===== src/rtl/btn_cond_pkg.sv =====
// Shared channel indices and default timing for the key conditioner.
// Pure constants; no logic, latency or flow control.
package btn_cond_pkg;

    localparam int BTN_RLC = 0;
    localparam int BTN_RUN = 1;

    localparam int DEF_SYNC_STAGES     = 2;
    localparam int DEF_DEBOUNCE_CYCLES = 500000;
    localparam int SIM_DEBOUNCE_CYCLES = 4;

endpackage


===== src/rtl/debounce_channel.sv =====
// One key: synchronizer, debounce counter, stable level and press/release pulse registers.
// Latency SYNC_STAGES+DEBOUNCE_CYCLES cycles from raw edge to level/pulse; no backpressure.
module debounce_channel
    import btn_cond_pkg::*;
#(
    parameter int SYNC_STAGES     = DEF_SYNC_STAGES,
    parameter int DEBOUNCE_CYCLES = DEF_DEBOUNCE_CYCLES
) (
    input  logic clk,
    input  logic reset,
    input  logic key_n,
    output logic level,
    output logic press_pulse,
    output logic release_pulse
);

    localparam int CW = $clog2(DEBOUNCE_CYCLES);
    localparam logic [CW-1:0] CNT_LAST = CW'(DEBOUNCE_CYCLES - 1);

    logic [SYNC_STAGES-1:0] sync;
    logic [CW-1:0]          count;
    logic                   pressed;

    // Synchronizer resets to all-ones so a key held through reset reads as a fresh press.
    assign pressed = ~sync[SYNC_STAGES-1];

    always_ff @(posedge clk) begin
        if (reset) begin
            sync          <= '1;
            count         <= '0;
            level         <= 1'b0;
            press_pulse   <= 1'b0;
            release_pulse <= 1'b0;
        end else begin
            sync          <= {sync[SYNC_STAGES-2:0], key_n};
            press_pulse   <= 1'b0;
            release_pulse <= 1'b0;
            if (pressed == level) begin
                count <= '0;
            end else if (count != CNT_LAST) begin
                count <= count + 1'b1;
            end else begin
                count         <= '0;
                level         <= pressed;
                press_pulse   <= pressed;
                release_pulse <= ~pressed;
            end
        end
    end

endmodule


===== src/rtl/button_conditioner.sv =====
// Debounces NUM_BTN active-low keys into levels and one-cycle press/release pulses (SYNC_STAGES+DEBOUNCE_CYCLES latency, no backpressure).
// SW_sync goes through a SYNC_STAGES flop chain when BTN_COND_SW_SYNC_EN is defined, otherwise it is a direct wire.
module button_conditioner
    import btn_cond_pkg::*;
#(
    parameter int NUM_BTN         = 2,
    parameter int SYNC_STAGES     = DEF_SYNC_STAGES,
    parameter int DEBOUNCE_CYCLES = DEF_DEBOUNCE_CYCLES
) (
    input  logic               Clk,
    input  logic               Reset,
    input  logic [NUM_BTN-1:0] Btn_n,
    input  logic [7:0]         SW_raw,
    output logic [NUM_BTN-1:0] Btn_level,
    output logic [NUM_BTN-1:0] Btn_press,
    output logic [NUM_BTN-1:0] Btn_release,
    output logic [7:0]         SW_sync
);

    if (SYNC_STAGES < 2 || SYNC_STAGES > 4 || DEBOUNCE_CYCLES < 2) begin : g_bad_params
        $error("button_conditioner: SYNC_STAGES must be 2..4 and DEBOUNCE_CYCLES at least 2");
    end

    for (genvar i = 0; i < NUM_BTN; i++) begin : g_btn
        debounce_channel #(
            .SYNC_STAGES    (SYNC_STAGES),
            .DEBOUNCE_CYCLES(DEBOUNCE_CYCLES)
        ) u_chan (
            .clk          (Clk),
            .reset        (Reset),
            .key_n        (Btn_n[i]),
            .level        (Btn_level[i]),
            .press_pulse  (Btn_press[i]),
            .release_pulse(Btn_release[i])
        );
    end

`ifdef BTN_COND_SW_SYNC_EN
    logic [7:0] sw_chain [SYNC_STAGES];

    always_ff @(posedge Clk) begin
        if (Reset) begin
            for (int i = 0; i < SYNC_STAGES; i++) sw_chain[i] <= '0;
        end else begin
            sw_chain[0] <= SW_raw;
            for (int i = 1; i < SYNC_STAGES; i++) sw_chain[i] <= sw_chain[i-1];
        end
    end

    assign SW_sync = sw_chain[SYNC_STAGES-1];
`else
    assign SW_sync = SW_raw;
`endif

endmodule

===== config.mk =====
export PLATFORM = sky130hd
export DESIGN_NAME = button_conditioner
export DESIGN_NICKNAME = d
export VERILOG_FILES = /design/src/rtl/btn_cond_pkg.sv /design/src/rtl/debounce_channel.sv /design/src/rtl/button_conditioner.sv
export SDC_FILE = /design/constraint.sdc
export NUM_CORES = 1
export LEC_CHECK = 0
export CORE_MARGIN = 8
export CORE_UTILIZATION = 50
export CTS_BUF_LIST = sky130_fd_sc_hd__clkbuf_8 sky130_fd_sc_hd__clkbuf_16
export DETAILED_ROUTE_END_ITERATION = 7
export GPL_TIMING_DRIVEN = 0
export PLACE_DENSITY = 0.73
export SETUP_SLACK_MARGIN = 0.3
export SLEW_MARGIN = 40
export SYNTH_ARGS = -nofsm -noshare
export SYNTH_HDL_FRONTEND = slang
export SYNTH_SLANG_ARGS = --single-unit

===== constraint.sdc =====
create_clock -name Clk -period 3.3 [get_ports Clk]
set_input_delay 0.66 -clock Clk [delete_from_list [all_inputs] [get_ports Clk]]
set_output_delay 0.66 -clock Clk [all_outputs]
set_load 0.05 [all_outputs]

== Word-level counts from Yosys, hierarchy flattened ==
Index checks and enable logic that the tools add are counted.
Storage, ports and cells
  bits in registers: 48
  output and inout port bits: 14
  word-level logic and storage cells: 28
Operators by class
  add/subtract/negate cells: 2
  equal/unequal tests: 4
  bitwise logic cells: 6
  reductions and logical operators: 6
Operators with widths (count)
  $add 19x1->19 const B: 2
  $ne 19x19->1 const B: 2
  $reduce_or 3->1: 4
  $not 1->1: 6
  $reduce_and 2->1: 2
  $eq 1x1->1: 2

== Longest topological paths before layout ==
Gate-level depths: netlist (run 1).
  word-level depth: 4
  gate-level depth with buffers: 7
  gate-level depth less buffers: 5

== By module ==
A second synthesis (run 1) with hierarchy kept.
Second synthesis, totals
  cell total of the unflattened synthesis: 253
  area, all modules: 2253.4 µm²
Modules (own cells, without submodules)
  debounce_channel at g_btn[1].u_chan: times used 1, cells each 124, area an instance 1118.6 µm², seq. area each 480.5 µm²
  debounce_channel at g_btn[0].u_chan: times used 1, cells each 121, area an instance 1074.8 µm², seq. area each 480.5 µm²
  button_conditioner: times used 1, cells each 8, area an instance 60.1 µm², seq. area each 0.0 µm²

== Worst setup path after synthesis (run 1) ==
Ideal clock, no wire load.
  kind: reg2reg
  start: register g_btn[1].u_chan.count[5]
  end: register g_btn[1].u_chan.count[10]
  library setup time: 0.115 ns
  data arrival time: 1.762 ns
  required time: 3.185 ns
  setup slack: 1.423 ns
  cell stages (with the launch flop): 8
  period minus slack after synthesis: 1.877 ns
  cell sequence: dfxtp_1 clkbuf_1 or4b_2 nor4_2 a21o_1 buf_4 buf_6 nor2_1
On the way
  word-level cells in the longest chain between the ends: 3
  elaborated cells between the ends (all ways): 4
  those cells by class: add/sub: 1; eq/ne: 1; bitwise: 1; reduce/logical: 1
RTL lines
  start: declaration: RTL line debounce_channel.sv:21  | logic [CW-1:0] count;
  start signal: assignment: RTL line debounce_channel.sv:41  | count <= count + 1'b1;
  branches (longest 3 deep; another with $add 19x1->19)
Several ways; the timed one is not identified.
A chain may end at the register's enable or synchronous reset.

== Worst setup path after layout (run 1) ==
  start: register g_btn[1].u_chan.level
  end: output port Btn_level[1]
RTL lines
  start: declaration: RTL line debounce_channel.sv:12  | output logic level,
  start signal: assignment: RTL line debounce_channel.sv:44  | level <= pressed;
  end: declaration: RTL line button_conditioner.sv:14  | output logic [NUM_BTN-1:0] Btn_level,
No word-level cell between the ends.

==> results of run 1 <==
==> power by group through the flow <==
stage,sequential (mW),combinational [mW],clock (mW)
after floorplan,0.597,0.0349,0
after global placement,0.597,0.0505,0
after detailed placement,0.598,0.0507,0
after CTS,0.584,0.0508,0.364
after global routing,0.584,0.0533,0.385
final,0.584,0.0501,0.351
==> metrics by stage <==
stage | instance area (um2) | power [mW] | utilization, %
after floorplan | 2160 | 0.632 | -
after detailed placement | 2400 | 0.648 | 56.2
after CTS | 2490 | 0.999 | 58.4
final | 2490 | 0.985 | 58.4
after global routing | 2490 | 1.02 | 58.4
after global placement | 2400 | 0.648 | 56.2
==> state kept, by name, indices dropped and copies added (netlist names) <==
register	count
g_btn.u_chan.press_pulse	2
g_btn.u_chan.level	2
g_btn.u_chan.release_pulse	2
g_btn.u_chan.sync	4
g_btn.u_chan.count	38
==> cell type report <==
class                      count  share of cell area (%)
timing repair buffer          17                    6.83
multi-input combinational    169                    40.9
clock inverter                 2                   0.452
sequential                    48                    38.6
buffer                        23                    6.08
tap                           52                    2.61
inverter                       8                    1.21
clock buffer                   6                    3.32
==> worst register-to-register path, stage by stage, from the launching register on <==
cell      delay (ns)
dfxtp_1         0.39
ha_1            0.24
nand4_1         0.25
nor2_1          0.31
a21o_1          0.15
clkbuf_1        0.29
clkbuf_1        0.39
nor2_1          0.09
==> worst max path at each step <==
stage,end,slack [ns],depth (start not counted)
2_1_floorplan,g_btn[1].u_chan.count[10]$_SDFF_PP0_,1.42,7
3_3_place_gp,g_btn[0].u_chan.count[9]$_SDFF_PP0_,0.75,6
3_5_place_dp,g_btn[0].u_chan.count[5]$_SDFF_PP0_,0.77,6
4_1_cts,Btn_level[1],1.05,2
5_1_grt,g_btn[0].u_chan.count[9]$_SDFF_PP0_,0.78,7
6_report,Btn_level[1],1.06,2
==> per-layer routing <==
| metal | vias up | GRT usage [%] | wire length (um) |
|---|---|---|---|
| li1 | 891 | - | - |
| met1 | 736 | 14.9 | 1850 |
| met2 | 22 | 19.7 | 1710 |
| met3 | 4 | 3.83 | 219 |
| met4 | 0 | 5.09 | 52 |
| met5 | - | 0 | 0 |
==> cell usage after synthesis <==
cell type | instances | area (um2)
nor3b_1 | 1 | 7.51
nand2_1 | 16 | 60.1
inv_1 | 8 | 30.0
or3_1 | 5 | 31.3
nand2b_1 | 2 | 12.5
or4_1 | 5 | 37.5
nor4b_1 | 2 | 17.5
ha_1 | 2 | 25.0
nor2_1 | 33 | 124
or3_2 | 2 | 15.0
or4b_2 | 2 | 20.0
nor4_1 | 5 | 31.3
or3b_2 | 1 | 8.76
dfxtp_1 | 48 | 961
nor4_2 | 1 | 12.5
xnor2_1 | 17 | 149
o21ai_0 | 6 | 30.0
nor3_1 | 9 | 45.0
a21oi_1 | 12 | 60.1
nand4_1 | 9 | 56.3
nand3_1 | 11 | 55.1
a311oi_1 | 2 | 17.5
buf_4 | 15 | 113
a21o_1 | 2 | 15.0
a31o_2 | 1 | 8.76
clkbuf_1 | 6 | 22.5
o31ai_1 | 3 | 22.5
or2_2 | 7 | 43.8
and3_1 | 1 | 6.26
nand3_2 | 1 | 10.0
and4_1 | 2 | 17.5
buf_2 | 1 | 5.00
xor2_1 | 9 | 78.8
buf_6 | 1 | 11.3
==> kinds of logic (layout without fill, tap and decap cells) <==
group	after synthesis	after routing	share of synthesized area, %
buf+inv	31	56	8.40
xor+xnor	26	26	10.5
flops	48	48	44.5
simple gates	115	115	28.3
compound gates	26	26	7.12
fa+ha+maj	2	2	1.16
==> impl_metrics.yaml, run 1 <==
status:
  status: "finished, final reports clean"
critical_path:
  crit_family: "buffers and inverters"
  cp-end-kind: "output pin"
  r2r_end: "g_btn[0].u_chan.count[9]$_SDFF_PP0_"
  path_buf_inv: 2
  r2r_cells: 7
  cp-start-kind: "flip-flop"
  cp_slowest_cell: "clkdlybuf4s50_1"
  required_ns: 2.64
  r2r_start: "g_btn[0].u_chan.count[0]$_SDFF_PP0_"
  path_max_fanout: 3
  path_class: "flip-flop to output pin"
  crit_arrival_ns: 1.58
  rrSetupSlack_ns: 1.10
  cp_cell_sequence: "buf_4, clkdlybuf4s50_1"
  max_stage_delay_ns: 0.79
  startpoint: "g_btn[1].u_chan.level$_SDFFE_PP0P_"
timing:
  rsz0062_at_grt: "false"
  worst_slack_ns: 1.06
  slew_viol_final: 0
  fmax_mhz: 446
  hold_violations: 0
  final.period_utilization_pct: 67.9
  fin_hold_ws_ns: 0.420
  finalSetupViolCount: 0
  totalNegativeSetupSlack_ns: 0
  skew_ns: 0.0123
  fin_crit_ns: 2.24
  slew-limit-headroom_pct: 66.4
  tightest_slew_ns: 0.503
clock_network:
  cts_hold_buf: 0
  cts_made_buffers: 5
  h-tree-depth: 2
  cts.sinks: 48
  cts-resized-gates: 0
  cts_setup_buffers: 0
  clkLatencyLatePin_ns: 0.30
  cts_tree: "yes"
  clk_pin_slew_ns: 0.08
  ctsRootBufferMaster: "clkbuf_8"
  clockBufferDepth: 2
power_and_ir_drop:
  ir_drop_mv: 0.233
  power_switching_mw: 0.214
  p_sw_share_pct: 21.7
  cell_internal_pwr_mw: 0.771
  seq_power_share_pct: 59.3
  cellPowerDensity_nw_per_um2: 396
  pwr-share-clk_pct: 35.6
  p_comb_share_pct: 5.1
  p_leak_nw: 0.763
min_path:
  hold_path_depth: 1
  min-delay-start: "g_btn[1].u_chan.sync[0]$_SDFF_PP1_"
  hold_path_end: "g_btn[1].u_chan.sync[1]$_SDFF_PP1_"
  hp-class: "flip-flop to flip-flop"
global_route:
  grt_pass1_vias: 1542
  track_usage_pct: 12.3
  grt_max_degree: 15
  antenna_found_initial: 0
  grt_pass1_wl_um: 6590
  overflow: 0
cells_and_area:
  area_growth_pct: 15.2
  fin_nets: 286
  final_layout_size_suffix_gt1_share_pct: 14.3
  final_cell_mix: "dfxtp_1, nor2_1, xnor2_1, clkdlybuf4s50_1, nand2_1"
  multi_input_area_um2: 1020
  n_antenna_cell: 0
  layout_commonest_cell: "dfxtp_1"
  n_fill_cell: 394
  seqCellArea_um2: 961
  finalNonFillerCells: 325
job:
  drv_cap: 0
logic_synthesis:
  synth_seq_cells: 48
  ys_seq_area_share_pct: 44.5
  syn_inst: 248
  netlist_area_um2: 2160
  syn_avg_cell_area_um2: 8.71
  synth_cell_types: 34
  ys_warn_count: 0
  syn-num-nets: 262
route:
  vias: 1653
  postRouteAntennaNets: 0
  wl_um: 3830
  drc: 0
  drtIter0Drc: 98
  first_pass_iters: 4
  wire_per_inst_um: 11.8
  vias_per_cell: 5.09
die:
  start_util_pct: 50.7
  die_y_um: 81.7
  die_x_um: 81.7
  coreArea_um2: 4260
  die_area_um2: 6680
  rows: 24
  boundaryPins: 26
placed_design:
  io_buffers: 17
  hpwl_um: 2870
  pre_cts_slack_ns: 0.768
  placed_cells: 317
  gp_congestion: 0.828
No activity file was read; power rests on OpenSTA's default activity.
==> run 2: changes to the inputs <==
==> constraint.sdc (replaced) <==
create_clock -name Clk -period 2.1 [get_ports Clk]
set_input_delay 0.42 -clock Clk [delete_from_list [all_inputs] [get_ports Clk]]
set_output_delay 0.42 -clock Clk [all_outputs]
set_load 0.05 [all_outputs]
==> run 2 against run 1 <==
Effect of this change: sequential power increased by 56%; non-clock buffer count increased by 16; utilization increased by 6.7 points; clock power increased by 64%; critical path type is now flip-flop to flip-flop; via count increased by 9.4%; combinational power increased by 69%; global-route usage increased by 1.0 points; die area unchanged.
==> impl_metrics.yaml, run 2 (synthesis results as in run 1) <==
timing:
  fmax_mhz: 538
  skew_ns: 0.00919
  tightest_slew_ns: 0.504
  final.period_utilization_pct: 88.6
  hold_violations: 0
  fin_crit_ns: 1.86
  fin_hold_ws_ns: 0.416
  slew_viol_final: 0
  slew-limit-headroom_pct: 66.3
  finalSetupViolCount: 0
  rsz0062_at_grt: "true"
power_and_ir_drop:
  cellPowerDensity_nw_per_um2: 566
  ir_drop_mv: 0.476
  p_leak_nw: 0.938
global_route:
  grt_pass1_wl_um: 7140
  grt_pass1_vias: 1652
  antenna_found_initial: 0
  track_usage_pct: 13.3
  overflow: 0
  grt_max_degree: 16
clock_network:
  clk_pin_slew_ns: 0.09
  clockBufferDepth: 2
  ctsRootBufferMaster: "clkbuf_8"
  cts_made_buffers: 5
  cts_tree: "yes"
  clkLatencyLatePin_ns: 0.30
  h-tree-depth: 2
  cts.sinks: 48
cells_and_area:
  regMostFlops: "g_btn.u_chan.count"
  n_antenna_cell: 0
  largest_register_ffs: 38
  finalNonFillerCells: 341
  final_layout_size_suffix_gt1_share_pct: 31.8
  seqCellArea_um2: 993
  fin_nets: 302
  reg_top3: "g_btn.u_chan.count: 38 flops, g_btn.u_chan.sync: 4 flops"
  area_growth_pct: 28.5
  n_fill_cell: 355
  final_cell_mix: "dfxtp_1, buf_4, nor2_1"
  layout_commonest_cell: "dfxtp_1"
  multi_input_area_um2: 1110
die:
  boundaryPins: 26
  coreArea_um2: 4260
  die_area_um2: 6680
  rows: 24
  die_y_um: 81.7
  die_x_um: 81.7
  start_util_pct: 50.7
critical_path:
  path_max_fanout: 7
  path_class: "flip-flop to flip-flop"
  cp-end-kind: "flip-flop"
  cp-start-kind: "flip-flop"
  required_ns: 2.34
  crit_arrival_ns: 2.10
route:
  postRouteAntennaNets: 0
  wire_per_inst_um: 13.1
  vias_per_cell: 5.30
  wl_um: 4480
  drc: 0
  vias: 1809
  drtIter0Drc: 97
  first_pass_iters: 4
min_path:
  hp-class: "flip-flop to flip-flop"
placed_design:
  gp_congestion: 0.778
  placed_cells: 317
  io_buffers: 17
  hpwl_um: 2880
job:
  drv_cap: 0
status:
  status: "finished, final reports clean"
-- run 2: cell count changes in the layout (fill, tap and decap cells not counted), moves of 3 or more --
cell and delta:
a21oi_1 -4, dfxtp_2 +11, buf_6 +4, buf_4 +16, or3_4 +3, dfxtp_4 +5
clkbuf_1 -6, nor2_1 -3, a21oi_2 +4, clkdlybuf4s50_1 -6, dlygate4sd2_1 +6, dfxtp_1 -16
-- run 2: timing repair --
action                                  4_1_cts  5_1_grt
gates resized for setup                      31       41
gates cloned                                  1        0
hold buffers                                  0        0
setup buffers                                 4       11
pin swaps                                     3       14
endpoints found under the setup margin       36       28
-- run 2: path summary, 6_finish.rpt --
| check | start | end | slack, ns | cells past startpoint |
|---|---|---|---|---|
| worst min-delay path | g_btn[1].u_chan.sync[0]$_SDFF_PP1_ | g_btn[1].u_chan.sync[1]$_SDFF_PP1_ | 0.42 | 1 |
| worst min register to register | g_btn[1].u_chan.sync[0]$_SDFF_PP1_ | g_btn[1].u_chan.sync[1]$_SDFF_PP1_ | 0.42 | 1 |
| worst max register to register | g_btn[0].u_chan.count[10]$_SDFF_PP0_ | g_btn[0].u_chan.count[17]$_SDFF_PP0_ | 0.24 | 6 |
| worst max-delay path | g_btn[0].u_chan.count[10]$_SDFF_PP0_ | g_btn[0].u_chan.count[17]$_SDFF_PP0_ | 0.24 | 6 |
-- run 2: where the power goes --
| part | switching, mW | leakage, nW | internal (mW) |
|---|---|---|---|
| sequential | 0.00395 | 0.397 | 0.907 |
| clock | 0.306 | 0.0516 | 0.269 |
| combinational | 0.0467 | 0.489 | 0.0377 |
| total | 0.357 | 0.938 | 1.21 |
-- run 2: layout make-up --
class                      instances  area share (%)
multi-input combinational        169            40.0
sequential                        48            35.8
timing repair buffer              33            10.3
tap                               52            2.34
clock buffer                       6            2.97
clock inverter                     2           0.495
inverter                           8            1.08
buffer                            23            7.03
-- run 2: metal layers --
| layer | wire length (um) | up-vias | share of wire (%) | global-route usage (%) |
|---|---|---|---|---|
| met5 | 0 | - | 0 | 0 |
| met4 | 54 | 0 | 1.2 | 5.96 |
| met3 | 113 | 5 | 2.5 | 3.17 |
| met2 | 2410 | 18 | 54 | 22.7 |
| met1 | 1900 | 861 | 42 | 15.4 |
| li1 | - | 925 | - | - |
-- run 2: worst max-delay path: stages (launching register included) --
cell and delay, ns:
dfxtp_2 0.34, buf_8 0.10, nand4_1 0.13, or4_4 0.57, buf_6 0.15, or4_1 0.40
a21oi_1 0.12
-- run 2: stage by stage --
stage / setup WS (ns) / utilization (%) / instance area [um2] / power (mW) / setup TNS [ns]
after floorplan: 0.307 / - / 2180 / 0.993 / 0
after global placement: -0.231 / 56.6 / 2410 / 1.02 / -2.25
after detailed placement: -0.268 / 56.6 / 2410 / 1.02 / -2.51
after CTS: 0.263 / 60.9 / 2590 / 1.59 / 0
after global routing: 0.203 / 65.1 / 2780 / 1.63 / 0
final: 0.240 / 65.1 / 2780 / 1.57 / 0
